===== src/rtl/state_event_fifo.sv =====
// State-transition event logger: records {prev_state, state, count} words in a FWFT FIFO.
// Optional STATE_EVT_TIMESTAMP_EN prepends a free-running TS_W-bit timestamp to each event.
module state_event_fifo #(
    parameter int unsigned DEPTH = 8,
    parameter int unsigned TS_W  = 16,
`ifdef STATE_EVT_TIMESTAMP_EN
    localparam bit          TS_EN = 1'b1,
`else
    localparam bit          TS_EN = 1'b0,
`endif
    localparam int unsigned EW    = 8 + (TS_EN ? TS_W : 0),
    localparam int unsigned PW    = $clog2(DEPTH),
    localparam int unsigned CW    = $clog2(DEPTH) + 1
) (
    input  logic          clk,
    input  logic          reset,
    input  logic [1:0]    state_in,
    input  logic [3:0]    count_in,
    output logic          evt_valid,
    input  logic          evt_ready,
    output logic [EW-1:0] evt_data,
    output logic [CW-1:0] evt_count,
    output logic          overflow,
    output logic [7:0]    drop_cnt,
    input  logic          clear_ovf
);

    logic [1:0]    prev_state;
    logic [PW-1:0] wr_ptr;
    logic [PW-1:0] rd_ptr;
    logic [EW-1:0] mem [DEPTH];
    logic [EW-1:0] evt_word;

    logic          push;
    logic          pop;
    logic          full;
    logic          do_push;
    logic          drop;
    logic [CW-1:0] count_nxt;

`ifdef STATE_EVT_TIMESTAMP_EN
    logic [TS_W-1:0] ts_q;

    // Free-running timestamp, wraps naturally at 2^TS_W.
    always_ff @(posedge clk) begin
        if (!reset) begin
            ts_q <= '0;
        end else begin
            ts_q <= ts_q + TS_W'(1);
        end
    end

    assign evt_word = {ts_q, prev_state, state_in, count_in};
`else
    assign evt_word = {prev_state, state_in, count_in};
`endif

    // A full FIFO still accepts a push when a pop frees a slot on the same edge.
    always_comb begin
        push      = (state_in != prev_state);
        pop       = evt_valid && evt_ready;
        full      = (evt_count == CW'(DEPTH));
        do_push   = push && (!full || pop);
        drop      = push && full && !pop;
        count_nxt = evt_count + CW'(do_push) - CW'(pop);
    end

    always_ff @(posedge clk) begin
        if (!reset) begin
            prev_state <= 2'b00;
            wr_ptr     <= '0;
            rd_ptr     <= '0;
            evt_count  <= '0;
            evt_valid  <= 1'b0;
            overflow   <= 1'b0;
            drop_cnt   <= '0;
        end else begin
            prev_state <= state_in;
            if (do_push) begin
                wr_ptr <= wr_ptr + PW'(1);
            end
            if (pop) begin
                rd_ptr <= rd_ptr + PW'(1);
            end
            evt_count <= count_nxt;
            evt_valid <= (count_nxt != '0);
            // A drop on the clearing edge wins: it is the first drop of the new window.
            if (drop) begin
                overflow <= 1'b1;
                if (clear_ovf) begin
                    drop_cnt <= 8'd1;
                end else if (drop_cnt != 8'hFF) begin
                    drop_cnt <= drop_cnt + 8'd1;
                end
            end else if (clear_ovf) begin
                overflow <= 1'b0;
                drop_cnt <= '0;
            end
        end
    end

    // Storage needs no reset; contents are only visible while evt_valid is set.
    always_ff @(posedge clk) begin
        if (reset && do_push) begin
            mem[wr_ptr] <= evt_word;
        end
    end

    assign evt_data = mem[rd_ptr];

endmodule


===== config.mk =====
export PLATFORM = sky130hd
export DESIGN_NAME = state_event_fifo
export DESIGN_NICKNAME = d
export VERILOG_FILES = /design/src/rtl/state_event_fifo.sv
export SDC_FILE = /design/constraint.sdc
export NUM_CORES = 1
export LEC_CHECK = 0
export ABC_AREA = 1
export BUFFER_PORTS_ARGS = -buffer_cell sky130_fd_sc_hd__clkbuf_2
export CORE_ASPECT_RATIO = 1.2
export CORE_MARGIN = 5
export CORE_UTILIZATION = 60
export DETAILED_ROUTE_END_ITERATION = 8
export PLACE_DENSITY = 0.85
export SYNTH_ARGS = -nofsm -noshare
export SYNTH_HDL_FRONTEND = slang
export SYNTH_SLANG_ARGS = --single-unit

===== constraint.sdc =====
create_clock -name clk -period 5.36 [get_ports clk]
set_input_delay 0 -clock clk [delete_from_list [all_inputs] [get_ports clk]]
set_output_delay 0 -clock clk [all_outputs]
set_load 0.1 [all_outputs]

== After elaboration in Yosys (flattened, before gate mapping) ==
Memories as Yosys holds them, arrays and structs flattened. A register that Yosys moved wholly into a read port is not among the register bits.
Index checks and enable logic that the tools add are counted.

* Register bits: 22
* Bits in writable memories: 64
* Bits of input ports: 10
* Output and inout bits: 22
* Logic and storage cells: 38
* Memories: 1

* $add $sub $neg: 5
* Eq/ne operators: 3
* Multiplexer cells: 10
* Reduce and logical (&&, ||, !) cells: 12

{| class="wikitable"
|+ Memory list
! memory !! words !! width !! rd ports !! clocked after Yosys merged registers in !! write ports !! line !! source
|-
| mem || 8 || 8 || 1 || 1 || 1 || 31 || <nowiki>logic [EW-1:0] mem [DEPTH];</nowiki>
|}

{| class="wikitable"
|+ Operator list
! operator !! number
|-
| $mux W8 || 4
|-
| $add A8 B1 Y8 const B || 1
|-
| $ne A8 B8 Y1 const B || 1
|-
| $add A3 B1 Y3 const B || 2
|-
| $mux W3 || 2
|-
| $logic_and A1 B1 Y1 || 5
|-
| $add A4 B1 Y4 || 1
|-
| $eq A4 B4 Y1 const B || 1
|-
| $mux W1 || 4
|-
| $reduce_bool A2 Y1 || 2
|-
| $reduce_bool A4 Y1 || 1
|-
| $sub A4 B1 Y4 || 1
|-
| $logic_not A1 Y1 || 2
|-
| $ne A2 B2 Y1 || 1
|-
| $reduce_and A2 Y1 || 1
|-
| $logic_or A1 B1 Y1 || 1
|}

== Logic depth before layout (Yosys ltp) ==
* Depth after elaboration: 7
* Depth in mapped cells: 15
* Depth with buffers taken out: 15

== Worst setup path after synthesis ==
No wires, ideal clock.

* Kind: register to register
* Start point: reg evt_count[3]
* End point: reg evt_valid
* Library setup time: 0.117 ns
* Data arrival time: 2.694 ns
* Required time: 5.243 ns
* Setup slack: 2.549 ns
* Stages on the path, launching flop included: 15
* Path buffers: 0
* Period minus slack after synthesis: 2.811 ns
* Cell sequence: dfxtp_1 ha_1 nand3_1 nor2_4 inv_2 nand2_4 inv_2 nand2_1 nand2_1 ha_1 fa_1 xnor2_1 nor2_1 nor3_1 nand2_1

* Cells in the longest elaborated chain, start to end: 7

{| class="wikitable"
|+ RTL lines
! element !! line !! source
|-
| start, declared || 22 || <nowiki>output logic [CW-1:0] evt_count,</nowiki>
|-
| start signal, assigned || 85 || <nowiki>evt_count <= count_nxt;</nowiki>
|-
| $eq A4 B4 Y1 || 62 || <nowiki>full = (evt_count == CW'(DEPTH));</nowiki>
|-
| $logic_not A1 Y1 || 63 || <nowiki>do_push = push && (!full || pop);</nowiki>
|-
| $logic_or A1 B1 Y1 || 63 ||
|-
| $logic_and A1 B1 Y1 || 63 ||
|-
| $add A4 B1 Y4 (*) || 65 || <nowiki>count_nxt = evt_count + CW'(do_push) - CW'(pop);</nowiki>
|-
| $sub A4 B1 Y4 (*) || 65 ||
|-
| $reduce_bool A4 Y1 (*) || 86 || <nowiki>evt_valid <= (count_nxt != '0);</nowiki>
|-
| end signal, assigned || 86 ||
|-
| end, declared || 19 || <nowiki>output logic evt_valid,</nowiki>
|}

Every way passes the cells marked *; elsewhere a longest branch is shown, timed or not.
A chain may end at the register's enable or synchronous reset.

==> summary.txt <==
Run status
  – Result of the run: finished, final reports clean

Power and ir drop
  – Largest vdd supply drop: 0.483 mV
  – Post-layout total power: 2.13 mW
  – Power per standard cell area: 500 nW/µm²
  – Leakage Power: 1.60 nW

Place
  – Final HPWL from detailed placement: 4.90 mm
  – IO buf count: 31
  – Pre-CTS worst setup slack: 2.81 ns
  – Weighted congestion at the end of routability-driven global placement: 0.846
  – Total instance count after detailed placement: 465

Clock tree
  – Number of buffers created by CTS: 9
  – Sink count of the clock tree: 89
  – CTS root buf: clkbuf_8
  – Depth of the CTS H-tree: 3
  – Number of gates resized after cts: 0
  – Clock slew at reported path FFs: 0.08 ns
  – Clock latency of the later-clocked register in the worst-skew pair: 0.34 ns
  – CTS tree: done
  – Maximum clock path buffer count: 2

Floorplanning
  – Die area: 8040 µm²
  – X dimension of the die: 82.7 µm
  – Top-Level Pins: 32
  – Vertical die dimension: 97.2 µm
  – Core Footprint: 6090 µm²
  – Starting density of the core: 62.5%
  – Total number of placement rows: 31

Timing
  – Total count of hold-check failures in the final report: 0
  – Smallest setup slack after layout: 2.42 ns
  – Post-Route Skew: 0.00560 ns
  – Fmax achieved: 340 MHz
  – Period Utilization, post-route: 54.9%
  – Worst slew pin tran: 1.24 ns
  – Relative slew slack: 16.5%
  – Number of setup violations in the final report: 0
  – Final period demand of the worst path: 2.94 ns
  – Unrepaired setup endpoints after global routing: no
  – Setup TNS after final layout: 0 ns
  – Number of slew-limit violations in the final report: 0

GRT
  – Largest net degree at the start of global routing: 34
  – Total global routing track utilization: 20.2%
  – Global-route wire length before repair: 12.1 mm
  – Met3 usage in global routing: 3.99%
  – Gr busiest metal: met2
  – Number of antenna violations at the first check in global routing: 0
  – Remaining Overflow, GRT: 0
  – Met2 demand-to-capacity share in global routing: 34.3%
  – Met1 Use GR: 23.4%
  – Vias in the first global route: 2586

Critical path
  – Maximum cell stage delay along the critical path: 1.08 ns
  – Highest net fanout along the worst path: 33
  – Terminus of the critical flop-to-flop path: mem[6][7]
  – Worst path required time: 5.36 ns
  – Critical path capture point type: output port
  – Critical Path, Cell by Cell: inv_2 -> nor2_1 -> o21ai_0 -> a21oi_1 -> a31oi_1 -> clkbuf_2
  – Critical Path Start Type: flip-flop
  – Type of the setup path with the least slack: flip-flop to output port
  – Length in cells of the worst reg-to-reg path: 8
  – Data arrival time of the worst path: 2.94 ns
  – R2R setup slack: 2.95 ns
  – Worst flop-to-flop path startpoint: prev_state[0]
  – Slowest library cell on the worst path: dfxtp_1

Cells and area
  – Fraction of layout cells with a size suffix above 1: 18.3%
  – Final core utilization: 69.8%
  – Layout area overhead: 11.8%
  – Sequential cell area: 2420 µm²
  – Cell Count, Final, Fillers Out: 487
  – Final-layout fill cell count: 452
  – Net total in the final layout: 418
  – Area of the multi-input gates: 1190 µm²
  – Count of antenna diodes in the layout: 0

Synth
  – Net count after synthesis: 379
  – Warnings from Yosys: 0
  – Syn_area_per_cell: 10.5 µm²
  – Netlist Area Pre-Place: 3800 µm²
  – Number of register bits inferred by synthesis: 89
  – Number of instances in the synthesized netlist: 361
  – Synth unique cells: 28
  – Portion of the post-synthesis area used by sequential elements: 63.7%

Hold path
  – Hold-critical path depth: 3
  – Worst min-delay path startpoint: state_in[1]
  – Sink of the worst hold path: prev_state[1]
  – Path category of the worst min-delay check: input pin to flip-flop

Detailed routing
  – Vias per cell: 5.48
  – DRC violation count after routing: 0
  – Count of routing violations after the opening detailed-route iteration: 251
  – Total via count in the routed design: 2668
  – Pre-antenna DRT Iters: 5
  – Detailed-route wire length: 7.47 mm
  – Antenna Violating Nets Remaining: 0
  – Post-DR wirelength/cell: 15.3 µm

Run
  – Max-cap violations: 0
[worst max-delay path by stage]
stage | to | slack [ns]
final | evt_data[7] | 2.42
after detailed placement | evt_data[0] | 2.81
after floorplan | evt_valid | 2.55
after global placement | evt_data[0] | 2.92
after global routing | evt_data[0] | 2.24
after CTS | evt_data[0] | 2.44
[power by group]
group	switching (mW)	internal (mW)	total [mW]
clock	0.221	0.258	0.478
sequential	0.0685	0.807	0.876
combinational	0.615	0.158	0.772
total	0.904	1.22	2.13
[layout make-up]
class | instances | area share, %
sequential | 89 | 57.0
multi-input combinational | 232 | 27.9
timing repair buffer | 37 | 5.06
clock buffer | 9 | 2.91
inverter | 31 | 2.74
tap | 82 | 2.41
clock inverter | 7 | 2.00
[kinds of logic (layout without fill, tap and decap cells)]
kind of cell | count (synthesis) | count (layout) | share of synthesized area, %
adder cells (fa/ha/maj) | 8 | 8 | 2.83
AND/OR/NAND/NOR | 149 | 149 | 17.6
flip-flops | 89 | 89 | 63.7
AO/OA/AOI/OAI | 71 | 71 | 9.80
buffers and inverters | 40 | 84 | 5.13
XOR/XNOR | 4 | 4 | 0.921
[synth_stat cells]
cell      number  area (µm²)
buf_6          5        56.3
nor2_4         1        11.3
fa_1           1        20.0
inv_2          7        26.3
buf_2          2        10.0
nor3_1         8        40.0
buf_4          1        7.51
dfxtp_1       25         500
ha_1           7        87.6
clkbuf_2       1        5.00
nand3b_1       1        7.51
clkinv_1       1        3.75
a31oi_1        8        50.1
xnor2_1        2        17.5
edfxtp_1      64        1920
nor2_1        52         195
a21oi_2        2        17.5
xor2_1         2        17.5
nand2_4        4        45.0
o21ai_0       21         105
nand3_4        1        17.5
nand3_1        9        45.0
o21ai_1       21         105
nor2_2        10        62.6
inv_1         23        86.3
a21oi_1       19        95.1
nand2_1       59         221
nand2_2        4        25.0
[what timing repair did]
item / CTS / global route
buffers inserted: 0 / 0
hold buffers: 6 / 0
hold endpoints to repair: 39 / 0
[stage by stage]
step / hold WS [ns] / cell area [µm²]
floorplan: 0.0935 / 3800
global placement: 0.308 / 3980
detailed placement: 0.324 / 3980
CTS: 0.00158 / 4250
global route: 0.0407 / 4250
finish: 0.0274 / 4250
[metal layers]
layer,vias up,part of all wire (%)
met4,0,2.8
met1,1281,40
met5,-,0
li1,1302,-
met2,70,53
met3,15,4.0
[state kept, by name, summed over array words and instances (netlist names), named ones only]
name / count
evt_valid: 1
rd_ptr: 3
evt_count: 4
prev_state: 2
mem: 64
overflow: 1
wr_ptr: 3
drop_cnt: 8
[layout by cell type, fill, tap and decap left out, types with 2 or more instances in the layout]
cell	n
nand3_1	9
clkinv_1	3
ha_1	7
nor2_2	10
nand2_2	4
a21oi_1	19
clkbuf_2	31
a21oi_2	2
edfxtp_1	64
xnor2_1	2
o21ai_0	21
inv_1	23
dfxtp_1	25
nor3_1	8
nand2_4	4
nand2_1	59
a31oi_1	8
clkinv_2	2
inv_2	7
dlygate4sd3_1	6
clkbuf_8	9
bufinv_16	2
nor2_1	52
o21ai_1	21
xor2_1	2
[critical path, delay by kind of cell, from the launching register on]
kind,cells,cell delay [ns]
buffers and inverters,2,0.93
flip-flops,1,1.08
AO/OA/AOI/OAI,3,0.36
AND/OR/NAND/NOR,1,0.21
No activity file was read; power rests on OpenSTA's default activity.
